[config.mk]
export PLATFORM = sky130hd
export DESIGN_NAME = led_pattern_sequencer_flat
export DESIGN_NICKNAME = d
export VERILOG_FILES = /design/src/rtl/led_seq_pkg.sv /design/src/rtl/led_pattern_sequencer_if.sv /design/src/rtl/led_step_prescaler.sv /design/src/rtl/led_pattern_sequencer.sv /design/src/flat_wrapper.sv
export SDC_FILE = /design/constraint.sdc
export NUM_CORES = 1
export LEC_CHECK = 0
export ABC_AREA = 1
export CAP_MARGIN = 20
export CORE_UTILIZATION = 45
export DETAILED_ROUTE_END_ITERATION = 8
export GPL_ROUTABILITY_DRIVEN = 0
export PLACE_DENSITY = 0.69
export SKIP_CTS_REPAIR_TIMING = 1
export SLEW_MARGIN = 40
export SYNTH_ARGS = -nofsm -noshare
export SYNTH_HDL_FRONTEND = slang
export SYNTH_SLANG_ARGS = --single-unit
export TNS_END_PERCENT = 5
[constraint.sdc]
create_clock -name Clk_50MHz -period 4.8 [get_ports Clk_50MHz]
set_clock_uncertainty 0.1 [all_clocks]
set_input_delay 0.96 -clock Clk_50MHz [delete_from_list [all_inputs] [get_ports Clk_50MHz]]
set_output_delay 0.96 -clock Clk_50MHz [all_outputs]
set_load 0.01 [all_outputs]
[src/rtl/led_seq_pkg.sv]
// Shared mode encoding and pattern helpers for the LED pattern sequencer.
// Patterns are computed at the 32-bit maximum width; callers truncate to N_LED.
package led_seq_pkg;

    localparam int MAX_LED = 32;

    typedef enum logic [1:0] {
        MODE_CHASE_R     = 2'd0,
        MODE_CHASE_L     = 2'd1,
        MODE_PINGPONG    = 2'd2,
        MODE_CHASE_BLINK = 2'd3
    } mode_t;

    function automatic int seq_len(mode_t mode, int n_led, int blink_cnt);
        int len;
        case (mode)
            MODE_PINGPONG:    len = 2 * n_led - 2;
            MODE_CHASE_BLINK: len = n_led + 2 * blink_cnt;
            default:          len = n_led;
        endcase
        return len;
    endfunction

    function automatic logic [MAX_LED-1:0] pattern_decode(mode_t mode, int step, int n_led);
        logic [MAX_LED-1:0] r;
        int                 p;
        r = MAX_LED'(1) << (n_led - 1 - step);
        p = step;
        case (mode)
            MODE_CHASE_L: r = MAX_LED'(1) << step;
            MODE_PINGPONG: begin
                // Fold the return leg back so the end LEDs are not repeated.
                if (step >= n_led) p = 2 * n_led - 2 - step;
                r = MAX_LED'(1) << (n_led - 1 - p);
            end
            MODE_CHASE_BLINK: begin
                if (step >= n_led) begin
                    if (((step - n_led) % 2) != 0) r = (MAX_LED'(1) << n_led) - MAX_LED'(1);
                    else                           r = '0;
                end
            end
            default: ;
        endcase
        return r;
    endfunction

endpackage

[src/rtl/led_pattern_sequencer_if.sv]
// Control and LED output bundle of the sequencer; master is the controller
// side (board logic / bench), slave is the sequencer itself.
interface led_pattern_sequencer_if #(
    parameter int N_LED = 8
);
    logic [1:0]       mode_i;
    logic [1:0]       speed_i;
    logic             pause_i;
    logic             step_o;
    logic [N_LED-1:0] LED_Output;

    modport master (
        output mode_i, speed_i, pause_i,
        input  step_o, LED_Output
    );

    modport slave (
        input  mode_i, speed_i, pause_i,
        output step_o, LED_Output
    );
endinterface

[src/rtl/led_step_prescaler.sv]
// Step-rate prescaler: counts clocks toward max(STEP_DIV >> speed, 1) and
// emits a one-cycle tick; pause freezes the count, clear restarts it.
module led_step_prescaler #(
    parameter int STEP_DIV = 6_250_000
) (
    input  logic       clk,
    input  logic       rst_b,
    input  logic       clear,
    input  logic       pause,
    input  logic [1:0] speed,
    output logic       tick
);
    localparam logic [27:0] DIV = 28'(STEP_DIV);

    logic [27:0] cnt_q, cnt_d, period;

    always_comb begin
        period = DIV >> speed;
        if (period == '0) period = 28'd1;
        tick  = 1'b0;
        cnt_d = cnt_q;
        if (clear) begin
            cnt_d = '0;
        end else if (!pause) begin
            // >= so that a speed-up mid-step fires at once instead of wrapping.
            if (cnt_q >= period - 28'd1) begin
                tick  = 1'b1;
                cnt_d = '0;
            end else begin
                cnt_d = cnt_q + 28'd1;
            end
        end
    end

    always_ff @(posedge clk) begin
        if (!rst_b) cnt_q <= '0;
        else        cnt_q <= cnt_d;
    end
endmodule

[src/rtl/led_pattern_sequencer.sv]
// LED pattern sequencer top: holds the mode and step registers and the
// registered LED/strobe outputs; step timing comes from led_step_prescaler.
module led_pattern_sequencer
    import led_seq_pkg::*;
#(
    parameter int N_LED     = 8,
    parameter int STEP_DIV  = 6_250_000,
    parameter int BLINK_CNT = 3
) (
    input  logic                   Clk_50MHz,
    input  logic                   Reset_Onboard,
    led_pattern_sequencer_if.slave bus
);
    localparam int STEP_W = $clog2(2 * N_LED + 2 * BLINK_CNT);

    mode_t             mode_q, mode_d, mode_in, nxt_mode;
    logic [STEP_W-1:0] step_q, step_d, nxt_step;
    logic [N_LED-1:0]  led_q, led_d, dec;
    logic              strobe_q, strobe_d;
    logic              mode_change, tick;

    assign mode_in     = mode_t'(bus.mode_i);
    assign mode_change = (mode_in != mode_q);

    led_step_prescaler #(.STEP_DIV(STEP_DIV)) u_prescaler (
        .clk   (Clk_50MHz),
        .rst_b (Reset_Onboard),
        .clear (mode_change),
        .pause (bus.pause_i),
        .speed (bus.speed_i),
        .tick  (tick)
    );

    always_comb begin
        nxt_mode = mode_q;
        nxt_step = step_q + 1'b1;
        if (mode_change) begin
            nxt_mode = mode_in;
            nxt_step = '0;
        end else if (int'(step_q) == seq_len(mode_q, N_LED, BLINK_CNT) - 1) begin
            nxt_step = '0;
        end
        dec = N_LED'(pattern_decode(nxt_mode, int'(nxt_step), N_LED));

        mode_d   = mode_q;
        step_d   = step_q;
        led_d    = led_q;
        strobe_d = 1'b0;
        if (mode_change) begin
            mode_d = nxt_mode;
            step_d = '0;
            led_d  = dec;
        end else if (tick) begin
            step_d   = nxt_step;
            led_d    = dec;
            strobe_d = 1'b1;
        end
    end

    always_ff @(posedge Clk_50MHz) begin
        if (!Reset_Onboard) begin
            mode_q   <= MODE_CHASE_R;
            step_q   <= '0;
            led_q    <= {1'b1, {(N_LED-1){1'b0}}};
            strobe_q <= 1'b0;
        end else begin
            mode_q   <= mode_d;
            step_q   <= step_d;
            led_q    <= led_d;
            strobe_q <= strobe_d;
        end
    end

    assign bus.step_o     = strobe_q;
    assign bus.LED_Output = led_q;
endmodule
[src/flat_wrapper.sv]
// flat-port wrapper written by rule: the top's interface ports become plain ports
module led_pattern_sequencer_flat import led_seq_pkg::*;
#(
    parameter int N_LED     = 8,
    parameter int STEP_DIV  = 6_250_000,
    parameter int BLINK_CNT = 3
)
  (Clk_50MHz, Reset_Onboard, bus_mode_i, bus_speed_i, bus_pause_i, bus_step_o, bus_LED_Output);
  led_pattern_sequencer_if #(.N_LED(N_LED)) bus_i ();
  input  logic Clk_50MHz;
  input  logic Reset_Onboard;
  input wire logic [$bits(bus_i.mode_i)-1:0] bus_mode_i;
  input wire logic [$bits(bus_i.speed_i)-1:0] bus_speed_i;
  input wire logic [$bits(bus_i.pause_i)-1:0] bus_pause_i;
  output wire logic [$bits(bus_i.step_o)-1:0] bus_step_o;
  output wire logic [$bits(bus_i.LED_Output)-1:0] bus_LED_Output;
  assign bus_i.mode_i = bus_mode_i;
  assign bus_i.speed_i = bus_speed_i;
  assign bus_i.pause_i = bus_pause_i;
  assign bus_step_o = bus_i.step_o;
  assign bus_LED_Output = bus_i.LED_Output;
  led_pattern_sequencer #(.N_LED(N_LED), .STEP_DIV(STEP_DIV), .BLINK_CNT(BLINK_CNT)) u_core (.Clk_50MHz(Clk_50MHz), .Reset_Onboard(Reset_Onboard), .bus(bus_i));
endmodule
== Word level (Yosys, flattened, before mapping) ==
Index checks and enable logic that the tools add are counted.
Word-level totals
  register bits: 44
  latch bits: 0
  RAM bits: 0
  ROM bits: 0
  input bits: 7
  output and inout bits: 9
  memories kept: 0
Cells by class
  $add $sub $neg: 8
  $mul: 0
  divide/modulo/power cells: 0
  magnitude comparators: 2
  eq/ne operators: 7
  shift operators: 4
  multiplexer cells: 18
  bitwise operators: 2
  reduce and logical (&&, ||, !) cells: 5
Operator list (number)
  $mux 32: 3
  $shl 1x32->8 const A: 2
  $mux 28: 2
  $eq 6x32->1: 1
  $mux 8: 4
  $reduce_bool 32->1: 1
  $sub 32x2->32 const B: 1
  $sub 4x32->32 const A: 1
  $add 28x1->28 const B: 1
  $ge 28x28->1: 1
  $logic_not 28->1: 1
  $shr 23x2->28 const A: 1
  $sub 28x1->28 const B: 1
  $pmux 8 s3: 1
  $mux 5: 2
  $eq 2x2->1 const B: 4
  $shl 1x5->8 const A: 1
  $sub 3x5->6 const A: 1
  $sub 4x5->6 const A: 1
  $sub 5x4->6 const B: 1
  $add 5x1->5 const B: 1
  $ge 5x4->1 const B: 1
  $mux 1: 4
  $reduce_or 2->1: 2
  7 further kinds: 7

== Depth between registers and ports, before layout ==
  depth in word-level cells: 16
  mapped depth: 22

== By module ==
Synthesis repeated with hierarchy kept, for this count alone.
Second synthesis, totals
  cell total of the unflattened synthesis: 529
  area, all modules: 3582.2 µm²
By module, submodules not included
  led_step_prescaler: times used 1, cells each 316, area an instance 2182.1 µm², seq. area each 560.5 µm²
  led_pattern_sequencer: times used 1, cells each 213, area an instance 1400.1 µm², seq. area each 320.3 µm²

== Worst setup path after synthesis ==
No wires, ideal clock.
  kind: in2reg
  start point: input bus_mode_i[0]
  end point: register u_core.led_q[4] (netlist: u_core.bus.LED_Output[4])
  setup time: 0.071 ns
  arrival time: 3.084 ns
  required time: 4.629 ns
  slack: 1.545 ns
  cell stages on the path: 20
  path buffers: 0
  cells stage by stage: inv_2 nand2_1 nand2_1 nor2_8 nand2_2 inv_2 ha_1 nand3_1 xor2_1 ha_1 inv_1 ha_1 nand4_1 o21ai_1 nand2_1 a21oi_1 nand3_1 nand2_1 nand2_1 a21oi_1
Between the ends
  cells in the longest elaborated chain, start to end: 10
Ends and longest elaborated chain
  from (decl): RTL line flat_wrapper.sv:12  | input wire logic [$bits(bus_i.mode_i)-1:0] bus_mode_i;
  $ne 2x2->1 (*): RTL line led_pattern_sequencer.sv:23  | assign mode_change = (mode_in != mode_q);
  $mux 5 (*): RTL line led_pattern_sequencer.sv:37  | if (mode_change) begin
  via u_core.nxt_step[0]: RTL line led_pattern_sequencer.sv:17  | logic [STEP_W-1:0] step_q, step_d, nxt_step;
  $sub 4x5->6 (tied with other cells): RTL line led_seq_pkg.sv:33  | if (step >= n_led) p = 2 * n_led - 2 - step;
  $mux 32 / $and 1x1->1 (equally long branches)
  $mux 32 / $reduce_bool 32->1 (equally long branches): RTL line led_seq_pkg.sv:29, led_seq_pkg.sv:38
  $sub 4x32->32 / $mux 8 (equally long branches): RTL line led_seq_pkg.sv:34, led_seq_pkg.sv:38
  $shl 1x32->8 / $mux 8 (equally long branches): RTL line led_seq_pkg.sv:34, led_seq_pkg.sv:37
  $pmux 8 s3 (*): RTL line led_seq_pkg.sv:29  | case (mode)
  $mux 8: RTL line led_pattern_sequencer.sv:53  | end else if (tick) begin
  $mux 8 (*): RTL line led_pattern_sequencer.sv:49  | if (mode_change) begin
  to (signal assigned): RTL line led_pattern_sequencer.sv:64  | led_q <= {1'b1, {(N_LED-1){1'b0}}};
  to (signal assigned): RTL line led_pattern_sequencer.sv:69  | led_q <= led_d;
  to (decl): RTL line led_pattern_sequencer.sv:18  | logic [N_LED-1:0] led_q, led_d, dec;
Mark *: on every way through the listed nets, which the timed path passes. The rest lies on a longest branch. The select of a mux whose other input is x is not followed.
A chain may end at the register's enable or synchronous reset.

== Worst setup path in the final report ==
Same ends and word-level chain as after synthesis.

==> PnR_summary.wiki <==
{| class="wikitable"
! Metric !! Value
|-
| Outcome || finished, final reports clean
|-
| Commonest non-fill, non-tap cell in the layout || nand2_1
|-
| Slowest cell on crit path || clkdlybuf4s50_1
|-
| Global-route wire length before repair || 13200 um
|-
| Post-route DRC violation count || 0
|-
| Count of non-filler cells in the finished layout || 601
|-
| Hold path depth || 2
|-
| Minimum period implied by the final worst setup slack || 4.06 ns
|-
| Placed Cells incl. Taps || 593
|-
| Met2 Track Usage GR || 32.6%
|-
| Clock buffer count from CTS || 5
|-
| Fraction of met3 tracks used by global routing || 3.68%
|-
| Slew Limit Fails || 0
|-
| First drt pass iteration count || 4
|-
| Initial cell density of the core || 47.8%
|-
| Count of routing violations after the opening detailed-route iteration || 192
|-
| Leakage dissipation || 1.65 nW
|-
| Total design power || 776 uW
|-
| I/O Pins || 16
|-
| Relative contribution of sequential cells to total power || 48.6%
|-
| Number of stages on the worst setup path || 21
|-
| Max-cap violations || 0
|-
| Flops & latches, synth || 44
|-
| Synth area leaders || dfxtp_1 27%, nand2_1 14%, ha_1 13%
|-
| Most used cells in the layout excluding fill and tap cells || 123 x nand2_1, 54 x nor2_1, 47 x inv_1
|-
| P&R area growth vs syn || 10.6%
|-
| Startpoint class of the critical path || input port
|-
| Unrepaired setup endpoints after global routing || no
|-
| TritonCTS clock tree || done
|-
| Syn_area_per_cell || 6.79 sq um
|-
| Estimated wirelength of the detail-placed design || 6010 um
|-
| Share of the core filled with cells in the final layout || 52.9%
|-
| Hold WC Path Type || flop to flop
|-
| Die H || 87.9 um
|-
| Final design area excluding fillers || 3670 sq um
|-
| Number of H-tree branching levels || 2
|-
| CTS Sinks || 44
|-
| Ratio of cells with drive above 1 in the final layout || 7.72%
|-
| Total power per unit cell area || 211 nW/um^2
|-
| Vias || 3146
|-
| Cell at the root of the clock tree || clkbuf_8
|-
| Top cell type by total area after synthesis || dfxtp_1
|-
| Worst path max stage delay || 0.54 ns
|-
| Highest net fanout along the worst path || 17
|-
| Initial antenna violation count || 0
|-
| Portion of total power attributed to the clock network || 36.5%
|-
| IR Drop Worst-Case VDD || 0.000141 V
|-
| Final setup violation count || 0
|-
| Actual slew at the worst max-slew pin || 0.541 ns
|-
| Placed Instance Area || 3560 sq um
|-
| Clock transition at the registers of the reported paths || 0.08 ns
|-
| Critical path endpoint category || flop
|-
| Portion of the post-synthesis area used by sequential elements || 26.5%
|-
| Sw Pwr || 205 uW
|-
| Critical path's top delay family || simple AND/OR/NAND/NOR gates
|-
| Rel. slew slack || 64.0%
|-
| Number of diodes || 0
|-
| Port Buffer Count || 15
|-
| Met1 track utilization from global routing || 31.7%
|-
| Proportion of netlist area held by the largest area contributor || 26.5%
|-
| Most numerous cell on the critical path || nand2_1
|-
| Wire length per cell || 12.7 um
|-
| Area of the die || 7730 sq um
|-
| Cells after Synth || 489
|-
| Yosys warns || 0
|-
| Buffers and inverters on the worst path || 4
|-
| # nets final || 546
|-
| Library cells used by synthesis || 40
|-
| Total Neg Setup Slack || 0 ns
|-
| Internal power contribution || 571 uW
|-
| CP Data Arrival Time || 4.18 ns
|-
| Crit Path Class || input port to flop
|-
| Final Hold Vio Count || 0
|-
| # rows || 30
|-
| Switching Fraction || 26.4%
|-
| Final worst path period share || 84.5%
|-
| Cell-by-cell listing of the critical path || clkdlybuf4s50_1 -> inv_2 -> nand2_1 -> nand2_1 -> nor2_8 -> nand2_2 -> inv_2 -> ha_1 -> nand3_1 -> xor2_1 -> ha_1 -> inv_1 -> ha_1 -> nand4_1 -> o21ai_1 -> nand2_1 -> a21oi_1 -> nand3_1 -> nand2_1 -> nand2_1 -> a21oi_1
|-
| Top Usage Layer GRT || met2
|-
| Worst Reg-to-Reg Cells || 20
|-
| Maximum buffer depth of the clock tree || 2
|-
| CORE AREA || 6940 sq um
|-
| Fmax achieved || 247 MHz
|-
| Vias in the first global route || 2912
|-
| Required time reported for the critical path endpoint || 4.92 ns
|-
| Residual overflow from global routing || 0
|-
| Mapped cell area || 3320 sq um
|-
| Post-detailed-route count of antenna-violating nets || 0
|-
| WL final || 7630 um
|-
| Total routing resource utilization after global routing || 21.6%
|-
| Die X-Extent || 87.9 um
|-
| Clock insertion delay at the later pin of the skew report || 0.30 ns
|-
| Largest net degree at the start of global routing || 29
|-
| Relative contribution of combinational cells to total power || 14.9%
|-
| Via-per-instance ratio || 5.23
|}
==> metal layers <==
metal	vias to the layer above	part of all wire (%)
li1	1641	-
met1	1415	52
met2	83	41
met3	7	6.2
met4	0	0.72
met5	-	0
==> Yosys cell counts (all sizes together) <==
cell type / n
ha: 35
nor2: 56
o21ai: 11
nor4: 5
nand2: 129
nand3b: 7
or2: 4
a21boi: 1
buf: 5
xnor2: 8
a211oi: 3
nand3: 32
a21o: 1
o21a: 2
a21oi: 33
nor3: 12
dfxtp: 44
o211ai: 1
xor2: 9
o22ai: 1
inv: 54
a31o: 1
nor3b: 4
clkbuf: 8
conb: 2
a31oi: 5
nand4: 16
==> registers in the layout (all words and copies together) (netlist names) <==
| register | cells |
|---|---|
| u_core.u_prescaler.cnt_q | 28 |
| u_core.bus.LED_Output | 8 |
| u_core.step_q | 5 |
| u_core.mode_q | 2 |
| u_core.bus.step_o | 1 |
==> through the flow <==
step	hold WS, ns	setup WS (ns)
after floorplan	0.351	1.54
after global placement	0.369	0.529
after detailed placement	0.383	0.466
after CTS	0.393	0.784
after global routing	0.412	0.328
final	0.391	0.743
==> power by group through the flow <==
stage	Clock [mW]	Combinational, mW	Sequential, mW
6_report	0.284	0.116	0.377
4_1_cts	0.290	0.115	0.377
2_1_floorplan	0	0.0745	0.387
3_5_place_dp	0	0.114	0.385
3_3_place_gp	0	0.112	0.385
5_1_grt	0.306	0.130	0.378
==> final timing paths <==
check | startpoint | end | slack (ns)
min | u_core.u_prescaler.cnt_q[27] | u_core.u_prescaler.cnt_q[27] | 0.39
max reg2reg | u_core.mode_q[1] | u_core.bus.LED_Output[4] | 1.58
max | bus_mode_i[0] | u_core.bus.LED_Output[4] | 0.74
min reg2reg | u_core.u_prescaler.cnt_q[27] | u_core.u_prescaler.cnt_q[27] | 0.39
==> cell families after synthesis <==
logic type      count (synthesis)  synth area share, %
simple gates                  265                 37.6
fa+ha+maj                      35                 13.2
other cells                     2                0.226
xor+xnor                       17                 4.48
compound gates                 59                 10.2
buf+inv                        67                 7.80
flops                          44                 26.5
==> cell type report <==
| type | instances | area, sq um |
|---|---|---|
| multi-input combinational | 383 | 2200 |
| fill | 688 | 3270 |
| sequential | 44 | 881 |
| tap | 96 | 120 |
| clock buffer | 5 | 68.8 |
| timing repair buffer | 16 | 158 |
| clock inverter | 3 | 42.5 |
| inverter | 54 | 203 |
==> worst min-delay path, stage by stage (launching register included) <==
cell and delay [ns]:
dfxtp_1 0.33, nand2_1 0.06, a21oi_1 0.06
Power figures use the tool's default switching activity.
